**src/rtl/pc_gen_if.sv**
```systemverilog
// Purpose : bundles the EX-side redirect requests and the IF-side fetch handshake of pc_gen.
// Latency : n/a (signal bundle only).
// Backpressure: if_ready_i from fetch holds pc_o/pc_valid_o; master = pc_gen, slave = EX/IF side.
interface pc_gen_if;
  // EX / hazard side
  logic        stall_i;     // hazard stall, hold PC
  logic        br_en_i;     // EX holds a conditional branch
  logic        br_zero_i;   // branch condition true
  logic        jump_i;      // EX holds jal/jalr
  logic [31:0] target_i;    // branch/jump target
  logic        trap_i;      // trap/interrupt redirect
  logic [31:0] trap_vec_i;  // trap vector
  // IF side
  logic        if_ready_i;  // fetch accepts pc_o this cycle
  logic [31:0] pc_o;        // fetch address
  logic        pc_valid_o;  // pc_o is a valid request
  logic        flush_o;     // kill IF/ID contents
  logic        redirect_o;  // first cycle at a redirected PC
  logic        misalign_o;  // misaligned jump/branch target

  modport master (
    input  stall_i, br_en_i, br_zero_i, jump_i, target_i, trap_i, trap_vec_i, if_ready_i,
    output pc_o, pc_valid_o, flush_o, redirect_o, misalign_o
  );

  modport slave (
    output stall_i, br_en_i, br_zero_i, jump_i, target_i, trap_i, trap_vec_i, if_ready_i,
    input  pc_o, pc_valid_o, flush_o, redirect_o, misalign_o
  );
endinterface

```
**src/rtl/pc_gen.sv**
```systemverilog
// Purpose : RV32 program-counter generation with branch/jump/trap redirect and IF/ID flush.
// Latency : redirect or sequential advance visible on pc_o one cycle after the request.
// Backpressure: pc_o/pc_valid_o hold while !if_ready_i or stall_i; a redirect overrides both.
// Ports   : clk, rst_n (async active-low); bus (pc_gen_if.master) carries all requests and
//           the fetch handshake, plus flush_o / redirect_o / misalign_o status pulses.
// Option  : PC_MISALIGN_TRAP_EN - jump/branch targets with bit1 set raise misalign_o instead
//           of redirecting; otherwise target bits [1:0] are forced to zero.
module pc_gen #(
  parameter logic [31:0] RESET_PC     = 32'h0000_0000,
  parameter int unsigned FLUSH_CYCLES = 2            // 1..7
) (
  input logic       clk,
  input logic       rst_n,
  pc_gen_if.master  bus
);

  localparam logic [1:0] S_BOOT  = 2'd0;
  localparam logic [1:0] S_RUN   = 2'd1;
  localparam logic [1:0] S_FLUSH = 2'd2;

  // Counter holds remaining flush cycles minus one, so S_FLUSH lasts exactly FLUSH_CYCLES.
  localparam logic [2:0] FLUSH_LOAD = 3'(FLUSH_CYCLES - 1);

  logic [1:0]  state_q, state_d;
  logic [31:0] pc_q, pc_d;
  logic [2:0]  cnt_q, cnt_d;
  logic        redirect_q, redirect_d;
  logic        misalign_q, misalign_d;

  logic        active;
  logic        in_flush;
  logic        trap_take;
  logic        jb_take;
  logic        jb_bad;
  logic [31:0] jb_target;
  logic        unused_tgt_lo;

  // Low target bits never reach the PC directly; bit1 only feeds the misalign check.
  assign unused_tgt_lo = ^bus.target_i[1:0];

  always_comb begin
    active    = (state_q != S_BOOT);
    in_flush  = (state_q == S_FLUSH);
    trap_take = active & bus.trap_i;
    // Jump/branch requests during a flush belong to killed instructions; trap has priority.
    jb_take   = active & ~in_flush & ~bus.trap_i &
                (bus.jump_i | (bus.br_en_i & bus.br_zero_i));
    jb_target = {bus.target_i[31:2], 2'b00};
`ifdef PC_MISALIGN_TRAP_EN
    jb_bad    = jb_take & bus.target_i[1];
`else
    jb_bad    = 1'b0;
`endif
  end

  always_comb begin
    state_d    = state_q;
    pc_d       = pc_q;
    cnt_d      = cnt_q;
    redirect_d = 1'b0;
    misalign_d = 1'b0;

    if (!active) begin
      state_d = S_RUN;
    end else begin
      if (in_flush) begin
        if (cnt_q == 3'd0) state_d = S_RUN;
        else               cnt_d   = cnt_q - 3'd1;
      end

      if (trap_take) begin
        pc_d       = bus.trap_vec_i;
        redirect_d = 1'b1;
        state_d    = S_FLUSH;
        cnt_d      = FLUSH_LOAD;
      end else if (jb_bad) begin
        // Misaligned target: hold PC and state, let the trap unit respond.
        misalign_d = 1'b1;
      end else if (jb_take) begin
        pc_d       = jb_target;
        redirect_d = 1'b1;
        state_d    = S_FLUSH;
        cnt_d      = FLUSH_LOAD;
      end else if (bus.if_ready_i && !bus.stall_i) begin
        pc_d = pc_q + 32'd4;
      end
    end
  end

  always_ff @(posedge clk or negedge rst_n) begin
    if (!rst_n) begin
      state_q    <= S_BOOT;
      pc_q       <= RESET_PC;
      cnt_q      <= 3'd0;
      redirect_q <= 1'b0;
      misalign_q <= 1'b0;
    end else begin
      state_q    <= state_d;
      pc_q       <= pc_d;
      cnt_q      <= cnt_d;
      redirect_q <= redirect_d;
      misalign_q <= misalign_d;
    end
  end

  assign bus.pc_o       = pc_q;
  assign bus.pc_valid_o = (state_q != S_BOOT);
  assign bus.flush_o    = (state_q == S_FLUSH);
  assign bus.redirect_o = redirect_q;
  assign bus.misalign_o = misalign_q;

endmodule

```
**src/flat_wrapper.sv**
```systemverilog
// flat-port wrapper written by rule: the top's interface ports become plain ports
module pc_gen_flat 
#(
  parameter logic [31:0] RESET_PC     = 32'h0000_0000,
  parameter int unsigned FLUSH_CYCLES = 2                   
)
  (clk, rst_n, bus_stall_i, bus_br_en_i, bus_br_zero_i, bus_jump_i, bus_target_i, bus_trap_i, bus_trap_vec_i, bus_if_ready_i, bus_pc_o, bus_pc_valid_o, bus_flush_o, bus_redirect_o, bus_misalign_o);
  pc_gen_if bus_i ();
  input logic clk;
  input logic rst_n;
  input wire logic [$bits(bus_i.stall_i)-1:0] bus_stall_i;
  input wire logic [$bits(bus_i.br_en_i)-1:0] bus_br_en_i;
  input wire logic [$bits(bus_i.br_zero_i)-1:0] bus_br_zero_i;
  input wire logic [$bits(bus_i.jump_i)-1:0] bus_jump_i;
  input wire logic [$bits(bus_i.target_i)-1:0] bus_target_i;
  input wire logic [$bits(bus_i.trap_i)-1:0] bus_trap_i;
  input wire logic [$bits(bus_i.trap_vec_i)-1:0] bus_trap_vec_i;
  input wire logic [$bits(bus_i.if_ready_i)-1:0] bus_if_ready_i;
  output wire logic [$bits(bus_i.pc_o)-1:0] bus_pc_o;
  output wire logic [$bits(bus_i.pc_valid_o)-1:0] bus_pc_valid_o;
  output wire logic [$bits(bus_i.flush_o)-1:0] bus_flush_o;
  output wire logic [$bits(bus_i.redirect_o)-1:0] bus_redirect_o;
  output wire logic [$bits(bus_i.misalign_o)-1:0] bus_misalign_o;
  assign bus_i.stall_i = bus_stall_i;
  assign bus_i.br_en_i = bus_br_en_i;
  assign bus_i.br_zero_i = bus_br_zero_i;
  assign bus_i.jump_i = bus_jump_i;
  assign bus_i.target_i = bus_target_i;
  assign bus_i.trap_i = bus_trap_i;
  assign bus_i.trap_vec_i = bus_trap_vec_i;
  assign bus_i.if_ready_i = bus_if_ready_i;
  assign bus_pc_o = bus_i.pc_o;
  assign bus_pc_valid_o = bus_i.pc_valid_o;
  assign bus_flush_o = bus_i.flush_o;
  assign bus_redirect_o = bus_i.redirect_o;
  assign bus_misalign_o = bus_i.misalign_o;
  pc_gen #(.RESET_PC(RESET_PC), .FLUSH_CYCLES(FLUSH_CYCLES)) u_core (.clk(clk), .rst_n(rst_n), .bus(bus_i));
endmodule
```
**config.mk**
```make
export PLATFORM = sky130hd
export DESIGN_NAME = pc_gen_flat
export DESIGN_NICKNAME = d
export VERILOG_FILES = /design/src/rtl/pc_gen_if.sv /design/src/rtl/pc_gen.sv /design/src/flat_wrapper.sv
export SDC_FILE = /design/constraint.sdc
export NUM_CORES = 1
export LEC_CHECK = 0
export ABC_CLOCK_PERIOD_IN_PS = 2500
export CORE_ASPECT_RATIO = 0.75
export CORE_UTILIZATION = 43
export DETAILED_ROUTE_END_ITERATION = 10
export MAX_ROUTING_LAYER = met4
export PLACE_DENSITY = 0.8
export REMOVE_ABC_BUFFERS = 1
export SYNTH_ARGS = -nofsm -noshare
export SYNTH_HDL_FRONTEND = slang
export SYNTH_SLANG_ARGS = --single-unit
```
**constraint.sdc**
```tcl
create_clock -name clk -period 2.5 [get_ports clk]
set_input_delay 0.75 -clock clk [delete_from_list [all_inputs] [get_ports clk]]
set_output_delay 0.75 -clock clk [all_outputs]
set_load 0.005 [all_outputs]
```
======== Word level (Yosys, flattened, before mapping) ========
Cells that the tools add are included.
cells by class
  $add $sub $neg .......................... 2
  equal/unequal tests ..................... 4
  muxes and demuxes ....................... 15
  bitwise operators ....................... 8
  reductions and logical operators ........ 9
operators with widths
  operator               count
  $mux 32                3
  $add 32x3->32 const B  1
  $mux 3                 4
  $mux 2                 5
  $ne 4x1->1 const B     2
  $reduce_bool 3->1      2
  $and 1x1->1            5
  $reduce_and 2->1       2
  $logic_not 3->1        1
  $mux 1                 3
  $ne 3x1->1 const B     1
  $reduce_and 3->1       1
  $sub 3x1->3 const B    1
  $eq 2x2->1 const B     1
  $not 1->1              2
  $reduce_bool 2->1      1
  $logic_and 1x1->1      1
  $logic_not 1->1        1
  $or 1x1->1             1
word-level totals
  register bits after elaboration ......... 38
  bits of input ports ..................... 72
  output and inout port bits .............. 36
  logic and storage cells ................. 42

======== Logic depth before layout (Yosys ltp) ========
  depth in word-level cells ............... 8
  gate-level depth with buffers ........... 8
  mapped depth without buffers ............ 8

======== Worst setup path before layout ========
No wires, ideal clock.
  path kind ............................... input port to flip-flop
  start ................................... input bus_br_en_i
  end ..................................... register u_core.pc_q[21], in the netlist u_core.bus.pc_o[21]
  setup time .............................. 0.128 ns
  data arrival time ....................... 1.894 ns
  required time ........................... 2.372 ns
  path slack .............................. 0.478 ns
  stages on the path ...................... 7
  buffers on the path ..................... 2
  path through ............................ a21oi_1 > or2_1 > clkbuf_1 > buf_2 > nand2_1 > a311oi_1 > nor3_1
between the ends
  cells in the longest elaborated chain, start to end .. 5
  elaborated cells between the ends (all ways) .. 7
  classes of those cells .................. 2 x mux; 3 x bitwise; 2 x reduce/logical
RTL lines
  element                                                        line                RTL
  start, declared                                                flat_wrapper.sv:12  input wire logic [$bits(bus_i.br_en_i)-1:0] bus_br_en_i;
  $and 1x1->1 (*)                                                pc_gen.sv:47        (bus.jump_i | (bus.br_en_i & bus.br_zero_i));
  $or 1x1->1 (*)                                                 pc_gen.sv:47
  $and 1x1->1 (*)                                                pc_gen.sv:46        jb_take = active & ~in_flush & ~bus.trap_i &
  $reduce_bool 3->1 (no line) / $mux 32 (equally long branches)  --
  $reduce_and 2->1 (no line) / $mux 32 (equally long branches)   --
  end signal, assigned                                           pc_gen.sv:99        pc_q <= pc_d;
  end, declared                                                  pc_gen.sv:25        logic [31:0] pc_q, pc_d;
Every way passes the cells marked *; elsewhere a longest branch is shown, timed or not.
A chain may end at the register's enable or synchronous reset.

======== Final worst setup path ========
  start ................................... register u_core.state_q[1]
  end ..................................... output bus_pc_valid_o
between the ends
  cells in the longest elaborated chain, start to end .. 1
RTL lines
  element                 line                RTL
  start, declared         pc_gen.sv:24        logic [1:0] state_q, state_d;
  start signal, assigned  pc_gen.sv:98        state_q <= state_d;
  $reduce_bool 2->1       pc_gen.sv:107       assign bus.pc_valid_o = (state_q != S_BOOT);
  end, declared           flat_wrapper.sv:20  output wire logic [$bits(bus_i.pc_valid_o)-1:0] bus_pc_valid_o;
No other way between the ends.

==> results.md <==
* Synthesized area per cell at 9.06 sq um
* Initial antenna violation count at 0
* R2R Path Start: u_core.bus.pc_o[3]
* Hold Fails Final Rpt at 0
* Top post-synthesis cells by count: dfrtp_1, nand2_1, nor2_1
* Top FF cell, synth: dfrtp_1
* Async SR Flop Fraction at 1.00
* Fraction of layout cells with a size suffix above 1 at 0.114
* H-tree depth at 2
* Synth Area in Compound Gates at 0.234
* CP endpoint kind: output port
* Area leader, netlist: dfrtp_1
* CTS tree: built
* Post-Syn Area at 2590 sq um
* Global placer's final weighted congestion at approximately 0.83
* Fin crit share at 0.950
* Worst r2r dst: u_core.bus.pc_o[28]
* Crit path arrival time at 1630 ps
* Core Box Area at 5830 sq um
* Clk Latency, worst-skew pair at 310 ps
* Reg clk slew, reported paths at 80 ps
* Adder-Cell Fraction of Synth Area at 0.0145
* CTS Buf Count at 5
* Cts hold-fix bufs at 0
* Yosys warns at 0
* Final WL at 7920 um
* Post-Synth XOR/XNOR Area at 0.0777
* Sinks on Clock Net at 38
* Setup TNS at 0 ps
* Area delta synth->final at 50.2%
* Post-CTS Setup Inserts at 0
* Outcome: finished, final reports clean
* Sequential-to-total area share from yosys stat at 0.367
* Post-DR wirelength/cell at approximately 17 um
* CP top delay family: buffers and inverters
* Final Util at 0.668
* Starting DRT DRC Count at 195
* Layout Skew at 8.85 ps
* Seq cells post-synth at 38
* Hpwl dp at 6020 um
* Post-CTS sizing at 1
* Netlist cell types at 56
* Peak supply drop at between 0.4 and 0.5 mV
* Largest family of logic cells by synthesized area: simple AND/OR/NAND/NOR gates
* Most common cell in the netlist: dfrtp_1
* PwrDens at 974 nW/um^2
* Fmax at ~420 MHz
* Synth top area share at 0.367
* Critical path fanouts, max at 7
* Worst path cell trace: nor2_2 > inv_2 > clkdlybuf4s50_1
* Register-to-Register Setup Slack at roughly 380 ps
* Width of the die at 91.7 um
* Crit Path Class: flop to output port
* Vias in the first global route at 2695
* CTS Root Cell: clkbuf_8
* WP buf/inv at 2
* Starting density of the core at 0.445
* Max-slew violations at 0
* Simple-Gate Fraction of Synth Area at 0.261
* Pre-CTS setup slack at ~9 ps
* I/O pin cnt at between 100 and 150
* Hold Crit Class: primary input to async pin
* Reg2Reg Depth at 6
* Die ar. at 6350 sq um
* Count of endpoints failing setup in the final report at 0
* CP peak stage delay at 460 ps
* Largest net degree at the start of global routing at 33
* Post-route setup slack at 125 ps
* Chip height at 69.2 um
* Total Routing Usage GR at 0.269
* Grt total ovfl at 0
* Cells after synthesis at 286
* Overall power at ~3.8 mW
* First-pass DRT Iterations at 5
* # DRC at 0
* Row cnt at 24
* EDFF count, synth at 0
* Total number of vias at 2720
* Leak at 1.44 nW
* Slowest-stage cell, CP: clkdlybuf4s50_1
* Antenna viol nets, final at 0
* ANT cells at 0
* Final Critical Period at 2380 ps
* Multiplexer share of the synthesized area at 0.00386
* Vias per cell at 5.74
* CP required at 1750 ps
* Crit start category: flop
* First-pass GRT wire length at 12900 um
* Top cells by area, synth: dfrtp_1, xnor2_1, a221o_1, nand2_1, nor2_1
* Max_cap viols at 0
* RSZ-0062 raised after global routing: false
* IO buf count at between 100 and 150
* Final nets at 470
* Max Root-Sink Buffers at 2
[per-layer routing]
layer  part of all wire  wire [um]  GRT usage  vias to the layer above
met5                  0          0          -                        -
met4              0.010         80     0.0917                        0
met3              0.080        632     0.0691                        9
met2               0.47       3750      0.408                      111
met1               0.44       3460      0.350                     1295
li1                   -          -          -                     1305
[report_power, final]
group | leakage (nW) | switching (mW) | total, mW | internal (mW)
clock network | 0.0482 | 0.234 | 0.456 | 0.223
logic | 0.936 | 0.862 | 2.00 | 1.14
registers | 0.454 | 0.443 | 1.33 | 0.889
[through the flow]
step	hold WS [ps]	area (sq um)	instances
final	396	3890	474
after global routing	426	3890	474
after CTS	407	3890	474
after detailed placement	487	3800	466
after global placement	489	3800	466
after floorplan	454	2510	268
[worst max-delay path by stage]
stage,startpoint,end,depth (start not counted)
6_report,u_core.state_q[1],bus_pc_valid_o,3
3_3_place_gp,bus_br_en_i,u_core.bus.pc_o[21],7
2_1_floorplan,bus_br_en_i,u_core.bus.pc_o[25],5
3_5_place_dp,bus_br_en_i,u_core.bus.pc_o[21],7
5_1_grt,u_core.state_q[0],bus_pc_valid_o,3
4_1_cts,u_core.state_q[0],bus_pc_valid_o,3
[state kept, by name, indices dropped and copies added (netlist names)]
register,count
u_core.state_q,2
u_core.cnt_q,3
u_core.bus.redirect_o,1
u_core.bus.pc_o,32
[worst register-to-register path, delay by kind of cell (launching register included)]
family / cells / cell delay, ps
AO/OA/AOI/OAI: 1 / 70
AND/OR/NAND/NOR: 3 / 1050
XOR/XNOR: 1 / 170
flip-flops: 1 / 440
adder cells (fa/ha/maj): 1 / 270
[placed cells by master (no fill, tap or decap), types with 6 or more instances in the layout]
cell type	instances
clkdlybuf4s50_1	103
xor2_1	6
a22oi_1	11
xnor2_1	17
nand3_1	12
a221o_1	10
o21ai_0	7
dfrtp_1	38
nor2_1	23
clkbuf_8	6
nand4_1	9
o21ai_1	9
buf_4	13
nor3_1	9
a211oi_1	10
nand2_1	24
a21oi_1	10
[cell type report]
class	instances	area [sq um]
Clock buffer	7	86.3
Timing Repair Buffer	120	1190
Fill cell	487	1930
Tap cell	78	97.6
Clock inverter	1	5.00
Inverter	6	22.5
Sequential cell	38	951
Multi-Input combinational cell	224	1540
[cells by family after synthesis]
family                     Yosys count
adders and majority gates            3
other                                1
buffers and inverters               24
muxes                                1
xor gates and xnor gates            23
DFF                                 38
AOI/OAI and AO/OA                   83
and+or+nand+nor                    113
No activity file was read; power rests on OpenSTA's default activity.
